File: src/rtl/decode_stage_p.sv
// Decode stage: register file with write-through, operand forwarding,
// branch/jump resolution with redirect to fetch, a valid/flush output
// register and saturating branch statistics.
module decode_stage_p #(
  parameter int DATA_W   = 16,
  parameter int NUM_REGS = 8,
  parameter int REG_AW   = 3,
  parameter int ZERO_R0  = 0,
  parameter int LINK_REG = 7,
  parameter int CNT_W    = 8
) (
  input  logic              clk,
  input  logic              rst,
  input  logic              stall,
  input  logic              flush,
  input  logic              valid_in,
  input  logic [15:0]       instr,
  input  logic [DATA_W-1:0] next_pc,
  input  logic [REG_AW-1:0] rs_addr,
  input  logic [REG_AW-1:0] rt_addr,
  input  logic [REG_AW-1:0] dest_in,
  input  logic              wr_en,
  input  logic [REG_AW-1:0] wr_addr,
  input  logic [DATA_W-1:0] wr_data,
  input  logic [DATA_W-1:0] fwd_alu,
  input  logic [DATA_W-1:0] fwd_mem,
  input  logic [DATA_W-1:0] fwd_wb,
  input  logic [1:0]        fwd1_sel,
  input  logic [1:0]        fwd2_sel,
  input  logic [1:0]        imm_sel,
  input  logic              zext8,
  input  logic              op2_imm,
  input  logic              load_link,
  input  logic              branch,
  input  logic              jump,
  input  logic [1:0]        cond,
  input  logic              pc_rel,
  input  logic              off11,
  output logic [DATA_W-1:0] true_pc,
  output logic              taken,
  output logic [REG_AW-1:0] link_addr,
  output logic [DATA_W-1:0] op1_q,
  output logic [DATA_W-1:0] op2_q,
  output logic [REG_AW-1:0] dest_q,
  output logic              valid_q,
  output logic [CNT_W-1:0]  br_cnt,
  output logic [CNT_W-1:0]  br_taken_cnt
);

  localparam bit ZeroR0 = (ZERO_R0 != 0);

  logic [DATA_W-1:0] regFile [NUM_REGS];
  logic [DATA_W-1:0] rsVal, rtVal, opA, opB, op1, op2, immVal;
  logic [DATA_W-1:0] sext5, sext8, sext11, zextImm, tgtBase, tgtOff, target;
  logic              condTrue, isZero, isNeg, loadCycle;
  logic              unusedInstr;

  // Upper opcode bits are decoded upstream; only [10:0] carry immediates here.
  assign unusedInstr = ^instr[15:11];
  assign link_addr   = REG_AW'(LINK_REG);

  // Register file write port; R0 stays zero when hardwired.
  always_ff @(posedge clk or posedge rst) begin
    if (rst) begin
      for (int i = 0; i < NUM_REGS; i++) regFile[i] <= '0;
    end else if (wr_en && !(ZeroR0 && wr_addr == '0)) begin
      regFile[wr_addr] <= wr_data;
    end
  end

  // Read ports with same-cycle write-through; hardwired R0 overrides both.
  always_comb begin
    rsVal = regFile[rs_addr];
    rtVal = regFile[rt_addr];
    if (wr_en && wr_addr == rs_addr) rsVal = wr_data;
    if (wr_en && wr_addr == rt_addr) rtVal = wr_data;
    if (ZeroR0 && rs_addr == '0) rsVal = '0;
    if (ZeroR0 && rt_addr == '0) rtVal = '0;
  end

  // Forwarding muxes for both operands.
  always_comb begin
    opA = rsVal;
    opB = rtVal;
    case (fwd1_sel)
      2'b00:   opA = fwd_alu;
      2'b01:   opA = fwd_mem;
      2'b10:   opA = fwd_wb;
      default: opA = rsVal;
    endcase
    case (fwd2_sel)
      2'b00:   opB = fwd_alu;
      2'b01:   opB = fwd_mem;
      2'b10:   opB = fwd_wb;
      default: opB = rtVal;
    endcase
  end

  assign sext5   = {{(DATA_W-5){instr[4]}}, instr[4:0]};
  assign sext8   = {{(DATA_W-8){instr[7]}}, instr[7:0]};
  assign sext11  = {{(DATA_W-11){instr[10]}}, instr[10:0]};
  assign zextImm = zext8 ? {{(DATA_W-8){1'b0}}, instr[7:0]}
                         : {{(DATA_W-4){1'b0}}, instr[3:0]};

  // Immediate select and final operand selection.
  always_comb begin
    immVal = sext5;
    case (imm_sel)
      2'b00:   immVal = sext5;
      2'b01:   immVal = sext8;
      2'b10:   immVal = sext11;
      default: immVal = zextImm;
    endcase
    op1 = load_link ? next_pc : opA;
    op2 = op2_imm ? immVal : opB;
  end

  // Branch condition on operand A (signed) and target arithmetic.
  always_comb begin
    isZero   = (opA == '0);
    isNeg    = opA[DATA_W-1];
    condTrue = isZero;
    case (cond)
      2'b00:   condTrue = isZero;
      2'b01:   condTrue = ~isZero;
      2'b10:   condTrue = isNeg;
      default: condTrue = isNeg | isZero;
    endcase
    tgtBase = pc_rel ? next_pc : opA;
    tgtOff  = off11 ? sext11 : sext8;
    target  = tgtBase + tgtOff;
  end

  // A stalled instruction must not redirect fetch until it is released.
  assign taken     = valid_in & ~stall & ((branch & condTrue) | jump);
  assign true_pc   = taken ? target : next_pc;
  assign loadCycle = ~flush & ~stall;

  // Output pipeline register: flush squashes valid only, stall holds all.
  always_ff @(posedge clk or posedge rst) begin
    if (rst) begin
      op1_q   <= '0;
      op2_q   <= '0;
      dest_q  <= '0;
      valid_q <= 1'b0;
    end else if (flush) begin
      valid_q <= 1'b0;
    end else if (!stall) begin
      op1_q   <= op1;
      op2_q   <= op2;
      dest_q  <= dest_in;
      valid_q <= valid_in;
    end
  end

  // Saturating branch statistics, counted only when the branch is accepted.
  always_ff @(posedge clk or posedge rst) begin
    if (rst) begin
      br_cnt       <= '0;
      br_taken_cnt <= '0;
    end else if (loadCycle && valid_in && branch) begin
      if (br_cnt != '1) br_cnt <= br_cnt + CNT_W'(1);
      if (taken && br_taken_cnt != '1) br_taken_cnt <= br_taken_cnt + CNT_W'(1);
    end
  end

endmodule

File: config.mk
export PLATFORM = sky130hd
export DESIGN_NAME = decode_stage_p
export DESIGN_NICKNAME = d
export VERILOG_FILES = /design/src/rtl/decode_stage_p.sv
export SDC_FILE = /design/constraint.sdc
export NUM_CORES = 1
export LEC_CHECK = 0
export BUFFER_PORTS_ARGS = -buffer_cell sky130_fd_sc_hd__buf_2
export CORE_MARGIN = 5
export CORE_UTILIZATION = 43
export DETAILED_ROUTE_END_ITERATION = 12
export HOLD_SLACK_MARGIN = 0.03
export PLACE_DENSITY_LB_ADDON = 0.05
export SLEW_MARGIN = 5
export SYNTH_ARGS = -nofsm -noshare
export SYNTH_HDL_FRONTEND = slang
export SYNTH_SLANG_ARGS = --single-unit
export TNS_END_PERCENT = 50
File: constraint.sdc
create_clock -name clk -period 5.87 [get_ports clk]
set_input_delay 0.8805 -clock clk [delete_from_list [all_inputs] [get_ports clk]]
set_output_delay 0.8805 -clock clk [all_outputs]
set_load 0.03 [all_outputs]
==> summary.txt <==
Worst setup path
  • CP delay by family, top: compound AO/OA/AOI/OAI gates
  • CP Capture Type: output pin
  • Startpoint Class: input pin
  • Reg-to-reg startpoint: regFile[16]
  • Critical Path Source: rs_addr[1]
  • Worst path slowest cell: or4b_2
  • Buf+Inv Stages, Crit Path: 3
  • Req. time, crit path: 4.99 ns
  • Max Fanout on Critical Path: 7
  • Critical path type: in -> out
  • Worst stage delay on the critical path: 0.59 ns
  • Crit-path cells: buf_6 > mux4_2 > mux2_4 > a221oi_2 > buf_4 > a21oi_1 > ha_1 > fa_2 > a21o_1 > a21oi_2 > o21bai_1 > a21o_1 > a21oi_2 > o21ba_2 > or4b_2 > nand4_1 > mux2_4 > buf_4
  • Crit path DAT: 4.77 ns

Drt
  • DRC Markers: 0
  • Avg WL per Cell: 23.6 um
  • Pre-antenna DRT Iters: 5
  • Vias/cell: 5.86
  • Starting DRT DRC Count: 741
  • Total number of vias: 9214
  • Remaining antenna violation count: 0
  • Drt total wl: 37.2 mm

Timing
  • RSZ-0062 raised after global routing: false
  • Peak Freq: 177 MHz
  • Final Cycle Share: 96.3%
  • Post-layout minimum cycle time: 5.65 ns
  • Final-report setup violation count: 0
  • Fin. max-slew vios: 0
  • Setup TNS: 0 ns
  • Relative slew slack: 31.0%
  • Slew @ Worst Pin: 1.03 ns
  • Fin. Hold Viols: 0
  • Fin Clk Skew: 0.0142 ns

Clocking
  • Num CTS Buffers: 17
  • CTS tree: built
  • Latest clock arrival within the worst-skew pair: 0.44 ns
  • CTS Sinks: 180
  • Worst-path clk slew: 0.08 ns
  • Clock Tree Buf Depth: 2
  • CTS hold repair buffers: 0
  • Root buf cell: clkbuf_16
  • H-tree Lvls: 4

Status
  • Outcome: finished clean

Run
  • Max cap viols: 0

Floorplan
  • Core ar.: 26900 sq um
  • I/O pin cnt: 201
  • Initial Util: 43.5%
  • Die X: 175 um
  • Row cnt: 60
  • Die area: 30600 sq um
  • Die height: 175 um

Power
  • Sequential cell fraction of total power: 39.3%
  • Total power: 4.30 mW
  • Clock share of power: 28.8%
  • Combinational power share: 31.9%
  • Design internal power: 2.82 mW
  • Pwr dens: 308 nW/um^2
  • Sw Share: 34.4%
  • Psw: 1.48 mW
  • Worst IR Drop VDD: 0.000182 V
  • LEAKAGE: 6.22 nW

Synth
  • Yosys reg bits: 180
  • Post-synthesis instance total: 1028
  • Post-Synthesis Mean Instance Area: 11.4 sq um
  • Yosys warns: 0
  • Synth unique cells: 68
  • Cell Area, Synth: 11700 sq um
  • Register area share after synthesis: 38.5%
  • Primary FF master, synth: dfrtp_1
  • Async set-reset flop share out of synthesis: 100%
  • EDFF count, synth: 0

Global route
  • Largest net degree at the start of global routing: 99
  • Overflow after GRT: 0
  • Number of global-route vias before repair: 9210
  • Initial antenna violation count: 1
  • GRT Total Usage: 24.4%
  • First-pass GRT wire length: 57.4 mm

Worst hold path
  • HP Class: reg -> reg
  • Hold Crit Start: dest_q[0]

Final layout
  • Share of layout cells above drive strength 1: 43.5%
  • Commonest non-fill, non-tap cell in the layout: buf_2
  • Final core area utilization: 51.9%
  • Nets: 1365
  • Area grow syn2layout: 19.2%
  • Most frequent cells in the layout: buf_2 (190), dfrtp_1 (180), mux2_2 (153), nand2_1 (84)

Place
  • GPL Wtd Cong: 0.844
  • Port buffer count: 192
  • Post-DP HPWL: 27.8 mm
## area by class of cell
cell class	count	area (sq um)
Antenna cell	1	2.50
Fill cell	2454	12900
Tap cell	341	427
Clock inverter	14	190
Multi-Input combinational cell	747	6820
Sequential cell	180	4500
Timing Repair Buffer	256	1500
Clock buffer	18	439
Inverter	16	65.1
## registers in the layout (all words and copies together), names as in the netlist
| register | count |
|---|---|
| regFile | 128 |
| valid_q | 1 |
| op2_q | 16 |
| br_cnt | 8 |
| dest_q | 3 |
| op1_q | 16 |
| br_taken_cnt | 8 |
## metal layers
| layer | global-route usage (%) | wire, um | up-vias |
|---|---|---|---|
| met5 | 0 | 13 | - |
| met4 | 5.96 | 660 | 2 |
| met3 | 4.11 | 1980 | 38 |
| met2 | 37.5 | 16500 | 276 |
| met1 | 36.2 | 18000 | 4657 |
| li1 | - | - | 4241 |
## final timing paths
path                                   end  slack (ns)  cells after the start
setup / recovery               true_pc[10]        0.22                     18
hold / removal                   dest_q[0]        0.48                      2
setup reg to reg           br_taken_cnt[1]        2.53                     12
hold reg to reg                  dest_q[0]        0.48                      2
max in group asynchronous      regFile[47]        4.26                      3
min in group asynchronous        op2_q[14]        0.56                      2
## cells in the mapped netlist, types with 12 or more instances
master    instances  area [sq um]
nor2_1           50           188
nand2_1          84           315
nor2b_1          12          75.1
clkbuf_1         47           176
dfrtp_1         180          4500
mux2_2          154          1730
nand4_1          12          75.1
a21oi_1          49           245
inv_1            15          56.3
mux4_2           61          1370
mux2i_1          60           601
buf_1            13          48.8
xnor2_1          24           210
buf_2            15          75.1
o21ai_0          63           315
nand3_1          17          85.1
ha_1             17           213
## cells by family (layout without fill, tap and decap cells)
family	count (synthesis)	count (layout)	share of synthesized area, %
AOI/OAI and AO/OA	183	183	10.1
and+or+nand+nor	223	223	9.19
muxes	286	286	33.7
DFF	180	180	38.5
xor gates and xnor gates	34	34	2.55
other	1	4	0.0321
adders and majority gates	18	18	1.99
buffers and inverters	103	304	3.97
## timing repair
item	CTS	global route
endpoints found under the setup margin	2	4
setup buffers	0	2
pin swaps	0	1
gates resized for setup	4	15
## through the flow
stage / worst slack [ns] / cells / hold slack (ns) / cell area, sq um
after global placement: -0.124 / 1538 / 0.455 / 13200
final: 0.215 / 1573 / 0.480 / 13900
after floorplan: 0.103 / 1030 / 0.488 / 11700
after global routing: 0.0172 / 1572 / 0.511 / 13900
after detailed placement: -0.160 / 1538 / 0.464 / 13200
after CTS: 0.00792 / 1570 / 0.484 / 13900
## worst register-to-register path, cell delays in order, from the launching register on
cell and delay, ns:
dfrtp_1 0.40, mux4_2 0.46, mux2_4 0.31, a221oi_2 0.24, buf_4 0.16, buf_4 0.10
buf_4 0.09, nand4_1 0.12, a211oi_2 0.39, a21o_1 0.24, nand3_2 0.20, nand2_1 0.17
mux2_2 0.35
## power by group through the flow
stage / logic, mW / clock network [mW] / registers (mW)
6_report: 1.37 / 1.24 / 1.69
5_1_grt: 1.48 / 1.30 / 1.73
4_1_cts: 1.36 / 1.26 / 1.69
3_5_place_dp: 1.35 / 0 / 1.71
3_3_place_gp: 1.33 / 0 / 1.70
2_1_floorplan: 0.842 / 0 / 1.77
No activity file was read; power rests on OpenSTA's default activity.
